### config.mk
export PLATFORM = sky130hd
export DESIGN_NAME = bus_arbiter
export DESIGN_NICKNAME = d
export VERILOG_FILES = /design/src/rtl/bus_arbiter.sv
export SDC_FILE = /design/constraint.sdc
export NUM_CORES = 1
export LEC_CHECK = 0
export BUFFER_PORTS_ARGS = -buffer_cell sky130_fd_sc_hd__buf_2
export CAP_MARGIN = 20
export CELL_PAD_IN_SITES_DETAIL_PLACEMENT = 0
export CELL_PAD_IN_SITES_GLOBAL_PLACEMENT = 1
export CORE_MARGIN = 4
export CORE_UTILIZATION = 35
export DETAILED_ROUTE_END_ITERATION = 6
export PLACE_DENSITY_LB_ADDON = 0.1
export SLEW_MARGIN = 20
export SYNTH_ARGS = -nofsm -noshare
export SYNTH_HDL_FRONTEND = slang
export SYNTH_SLANG_ARGS = --single-unit
### constraint.sdc
create_clock -name clk -period 3.4 [get_ports clk]
set_input_delay 0.17 -clock clk [delete_from_list [all_inputs] [get_ports clk]]
set_output_delay 0.17 -clock clk [all_outputs]
set_load 0.02 [all_outputs]
### src/rtl/bus_arbiter.sv
// Two-master round-robin arbiter that sequences one transaction at a time onto the
// shared address-decoder bus. The bus is held for a region-dependent number of cycles.
module bus_arbiter #(
  parameter int RAM_SIZE    = 256,
  parameter int RAM_LATENCY = 2
) (
  input  logic        clk,
  input  logic        reset,
  input  logic        m0_req,
  input  logic        m0_we,
  input  logic [31:0] m0_addr,
  input  logic [31:0] m0_wdata,
  output logic [31:0] m0_rdata,
  output logic        m0_ready,
  input  logic        m1_req,
  input  logic        m1_we,
  input  logic [31:0] m1_addr,
  input  logic [31:0] m1_wdata,
  output logic [31:0] m1_rdata,
  output logic        m1_ready,
  output logic        bus_require,
  output logic        bus_write_enable,
  output logic [31:0] bus_address,
  output logic [31:0] bus_wdata,
  input  logic [31:0] bus_rdata
);

  typedef enum logic [1:0] {IDLE, BUSY, DONE} state_t;

  localparam logic [31:0] RAM_LIMIT = 32'(RAM_SIZE);
  localparam logic [3:0]  RAM_CNT   = 4'(RAM_LATENCY - 1);

  state_t      state, next_state;
  logic        grant, last_grant;
  logic [3:0]  cnt;
  logic        we_q;
  logic [31:0] addr_q, wdata_q;

  logic        sel;
  logic        sel_we;
  logic [31:0] sel_addr, sel_wdata;
  logic [3:0]  sel_cnt;

  // Winner selection: a lone requester wins outright; on a tie the master that
  // did not finish the previous transaction goes first.
  always_comb begin
    sel = m1_req;
    if (m0_req && m1_req) sel = ~last_grant;
    sel_we    = sel ? m1_we    : m0_we;
    sel_addr  = sel ? m1_addr  : m0_addr;
    sel_wdata = sel ? m1_wdata : m0_wdata;
    sel_cnt   = (sel_addr < RAM_LIMIT) ? RAM_CNT : 4'd0;
  end

  // NOTE: sequential state uses non-blocking assignments so every register
  // samples the pre-edge values of the others, independent of statement order.
  always_ff @(posedge clk) begin
    if (reset) state <= IDLE;
    else       state <= next_state;
  end

  // NOTE: defaulting next_state before the case keeps every path assigned, so
  // no latch is inferred when a branch leaves it untouched.
  always_comb begin
    next_state = state;
    case (state)
      IDLE:    if (m0_req || m1_req) next_state = BUSY;
      BUSY:    if (cnt == 4'd0)      next_state = DONE;
      DONE:    next_state = IDLE;
      default: next_state = IDLE;
    endcase
  end

  always_ff @(posedge clk) begin
    if (reset) begin
      grant      <= 1'b0;
      last_grant <= 1'b1;
      cnt        <= 4'd0;
      we_q       <= 1'b0;
      addr_q     <= 32'd0;
      wdata_q    <= 32'd0;
      m0_rdata   <= 32'd0;
      m1_rdata   <= 32'd0;
    end else begin
      case (state)
        IDLE: begin
          if (m0_req || m1_req) begin
            grant   <= sel;
            we_q    <= sel_we;
            addr_q  <= sel_addr;
            wdata_q <= sel_wdata;
            cnt     <= sel_cnt;
          end
        end
        BUSY: begin
          if (cnt != 4'd0) begin
            cnt <= cnt - 4'd1;
          end else begin
            // Writes capture bus_rdata as well, so a master's rdata always
            // reflects its most recent completed access.
            if (grant) m1_rdata <= bus_rdata;
            else       m0_rdata <= bus_rdata;
            last_grant <= grant;
          end
        end
        default: ;
      endcase
    end
  end

  always_comb begin
    bus_require      = (state == BUSY);
    bus_write_enable = (state == BUSY) && we_q;
    m0_ready         = (state == DONE) && !grant;
    m1_ready         = (state == DONE) && grant;
  end

  assign bus_address = addr_q;
  assign bus_wdata   = wdata_q;

endmodule

==> results.md <==
* Run status: complete, no violations
* Largest net degree at the start of global routing at 133
* Number of DRC markers in iteration 0 at 270
* Vias per cell at around 4.7
* Fraction of layout cells with a size suffix above 1 at 39.0%
* Arr. time, crit path at 2370 ps
* Cell internal pwr at 3620 µW
* Share of power burned in the clock network at 32.9%
* Initial Utilization at 35.8%
* Part of the Yosys area used for sequential elements at 48.0%
* Post-detailed-routing wire length at ~18 mm
* PortBufs at 297
* Relative contribution of sequential cells to total power at 36.6%
* Buffer count from post-CTS setup fixing at 0
* Portion of the clock cycle consumed by the worst path in the final layout at 59.8%
* Overflow left after global routing at 0
* Worst hold path stage count at 3
* Full die area at ~18000 µm²
* TritonCTS clock tree: yes
* Shortest clock period the worst path allows after layout at 2030 ps
* Routability-driven placement congestion ratio at 0.812
* Number of clock buffers inserted by TritonCTS at 17
* Vert. Die Dim at between 100 and 150 µm
* Area after DPL at 7300 µm²
* Area share of the leading cell type in the synthesized netlist at 48.0%
* Post-cts repair resize count at 0
* Leading post-synthesis cells by cell area: sky130_fd_sc_hd__dfxtp_1 48%, sky130_fd_sc_hd__mux2i_1 11%, sky130_fd_sc_hd__nand2_1 8.7%
* Root buffer cell: sky130_fd_sc_hd__clkbuf_16
* Sinks on the clock net at 137
* Synthesized flop and latch total at around 140
* Ant. Diodes at 0
* Net Sw Power at 1870 µW
* Timing-limited maximum frequency at 492 MHz
* Aggregate negative setup slack at 0 ps
* CTS clock-pin slew for the worst setup and hold paths at 60 ps
* Switching power share of the total at between 30% and 40%
* Flop-to-flop setup slack at 1370 ps
* Critical Path RT at 3730 ps
* Number of nets produced by synthesis at roughly 800
* WL per Instance at 15.8 µm
* Core ar. at 15900 µm²
* Std cell rows at 46
* Final setup violation count at 0
* Count of H-tree levels built during CTS at 4
* Worst ir drop on vdd at ~360 µV
* Clock Latency Late Sink at 410 ps
* Class of the most critical hold timing path: input port to flop
* Setup clock skew after layout at 5.88 ps
* Setup CP Type: flop to flop
* Post-synthesis area per instance at 9.01 µm²
* Count of TritonRoute iterations in the first routing pass at 6
* Vias in the first global route at ~5300
* R2r worst-path depth at 7
* Overall fraction of global-route tracks in use at 19.3%
* Post-Synthesis Cells at 634
* Power per standard cell area at 671 nW/µm²
* Startpoint of the most critical hold path: bus_rdata[22]
* Commonest cells in the netlist: 137 x sky130_fd_sc_hd__dfxtp_1, 132 x sky130_fd_sc_hd__nand2_1, 74 x sky130_fd_sc_hd__nor2_1, 65 x sky130_fd_sc_hd__a211oi_1, 65 x sky130_fd_sc_hd__mux2i_1
* Most numerous cell in the Yosys netlist: sky130_fd_sc_hd__dfxtp_1
* Yosys top cell by area: sky130_fd_sc_hd__dfxtp_1
* HPWL after DPL at 13.6 mm
* Number of enable flip-flop cells after synthesis at 0
* Antenna violation net count after detailed routing at 0
* Top_reg_cell synth: sky130_fd_sc_hd__dfxtp_1
* Setup repair after global routing missed its margin: false
* Post-Synthesis Cell Area at 5720 µm²
* RR Endpoint: m1_rdata[30]$_SDFFE_PP0P_
* Number of warnings reported in the yosys synthesis log at 0
* Layout Nets at 1103
* Destination of the worst hold path: m0_rdata[22]$_SDFFE_PP0P_
* Initial antenna violation count at 0
* Buffer depth of the longest clock path at 2
* Non-Filler Cell Area, Final at 8170 µm²
* Proportion of synthesized flip-flops having asynchronous set or reset at 0%
* Standby leakage power at 0.00368 µW
* Largest fanout of any net on the critical path at 32
* Via count at 5521
* Relative area change from synthesis to final layout at 43.0%
* Reg2Reg Launch Point: cnt[0]$_SDFFE_PP0P_
* First-pass GRT wire length at between 20 and 30 mm
* Logic pwr share at 30.5%
* Slew Limit Fails at 0
* Hold Violations, Final at 0
* Reported max-cap violation count at 0
* Number of distinct library cell variants in the gate-level netlist after synthesis at 33
* Number of top-level pins at 298
* Slew HR at 49.7%
* Slew of the pin with the lowest slew margin at 755 ps
* Detailed-route DRC error count at 0
* Crit start category: flop
* Floorplan die width at around 140 µm
* Capturing element type of the critical path: flop
## layout by cell type (no fill, tap or decap), drive strengths merged, types with 4 or more instances in the layout
| cell type | n |
|---|---|
| buf | 303 |
| dfxtp | 137 |
| nand2 | 132 |
| nor2 | 77 |
| a21oi | 69 |
| mux2i | 65 |
| a211oi | 65 |
| dlygate4sd3 | 28 |
| clkbuf | 21 |
| nor4 | 11 |
| clkinvlp | 5 |
| inv | 4 |
| nor3 | 4 |
| clkinv | 4 |
## layer usage
metal | track usage [%] | routed length, µm | vias to the layer above
li1 | - | - | 2809
met1 | 24.4 | 7860 | 2486
met2 | 31.1 | 8630 | 204
met3 | 6.87 | 1710 | 22
met4 | 5.99 | 237 | 0
met5 | 0 | 0 | -
## final cells by class
type / instances / area, µm²
Fill cell: 1552 / 7770
Sequential cell: 137 / 2740
Multi-Input combinational cell: 444 / 2700
Timing Repair Buffer: 331 / 1850
Clock buffer: 21 / 470
Tap cell: 216 / 270
Clock inverter: 11 / 121
Inverter: 4 / 15.0
## sequential cells by signal, indices dropped and copies added, names as in the netlist
signal	cells
bus_wdata	32
m1_rdata	32
bus_address	32
we_q	1
grant	1
m0_rdata	32
cnt	4
last_grant	1
state	2
## power by group through the flow
stage          clock network (µW)  registers (µW)  logic, µW
5_1_grt                      1940            2040       1830
2_1_floorplan                   0            2330        846
6_report                     1810            2010       1670
3_3_place_gp                    0            2030       1640
4_1_cts                      1860            2010       1700
3_5_place_dp                    0            2040       1670
## worst max-delay path by stage
stage	from	to	slack, ps	depth (start not counted)
CTS	cnt[0]$_SDFFE_PP0P_	m0_rdata[18]$_SDFFE_PP0P_	1360	7
global route	cnt[0]$_SDFFE_PP0P_	m1_rdata[30]$_SDFFE_PP0P_	1220	7
finish	cnt[0]$_SDFFE_PP0P_	m1_rdata[30]$_SDFFE_PP0P_	1370	7
floorplan	cnt[0]$_SDFFE_PP0P_	m1_rdata[20]$_SDFFE_PP0P_	1720	8
global placement	last_grant$_SDFFE_PP1P_	bus_address[31]$_SDFFE_PP0P_	1410	4
detailed placement	cnt[0]$_SDFFE_PP0P_	m0_rdata[5]$_SDFFE_PP0P_	1380	7
## worst max-delay path, cell delays in order, from the launching register on
cell and delay [ps]:
sky130_fd_sc_hd__dfxtp_1 310, sky130_fd_sc_hd__inv_1 120, sky130_fd_sc_hd__ha_1 160, sky130_fd_sc_hd__or3b_4 400, sky130_fd_sc_hd__or2_4 300, sky130_fd_sc_hd__nor2_8 380
sky130_fd_sc_hd__nand2_1 110, sky130_fd_sc_hd__a21oi_1 160
## kinds of logic (layout without fill, tap and decap cells)
group | Yosys count | count (layout) | share of synthesized area (%)
mux | 65 | 65 | 11.4
compound gates | 139 | 139 | 17.3
simple gates | 236 | 236 | 17.5
xor+xnor | 2 | 2 | 0.307
fa+ha+maj | 2 | 2 | 0.438
flops | 137 | 137 | 48.0
buf+inv | 53 | 367 | 5.01
## stage by stage
step / hold slack (ps) / util (%) / std cells / setup WS, ps / total power, µW
final: 30.7 / 51.3 / 1164 / 1370 / 5490
after global routing: 5.59 / 51.3 / 1164 / 1220 / 5810
after CTS: 1.42 / 51.3 / 1164 / 1360 / 5570
after detailed placement: 429 / 45.8 / 1104 / 1380 / 3710
after global placement: 425 / 45.8 / 1104 / 1410 / 3670
after floorplan: 306 / - / 634 / 1720 / 3180
## what timing repair did
action                                  4_1_cts  5_1_grt
hold buffers                                 28        0
endpoints found under the setup margin        0        0
endpoints found under the hold margin        43        0
No activity file was read; power rests on OpenSTA's default activity.
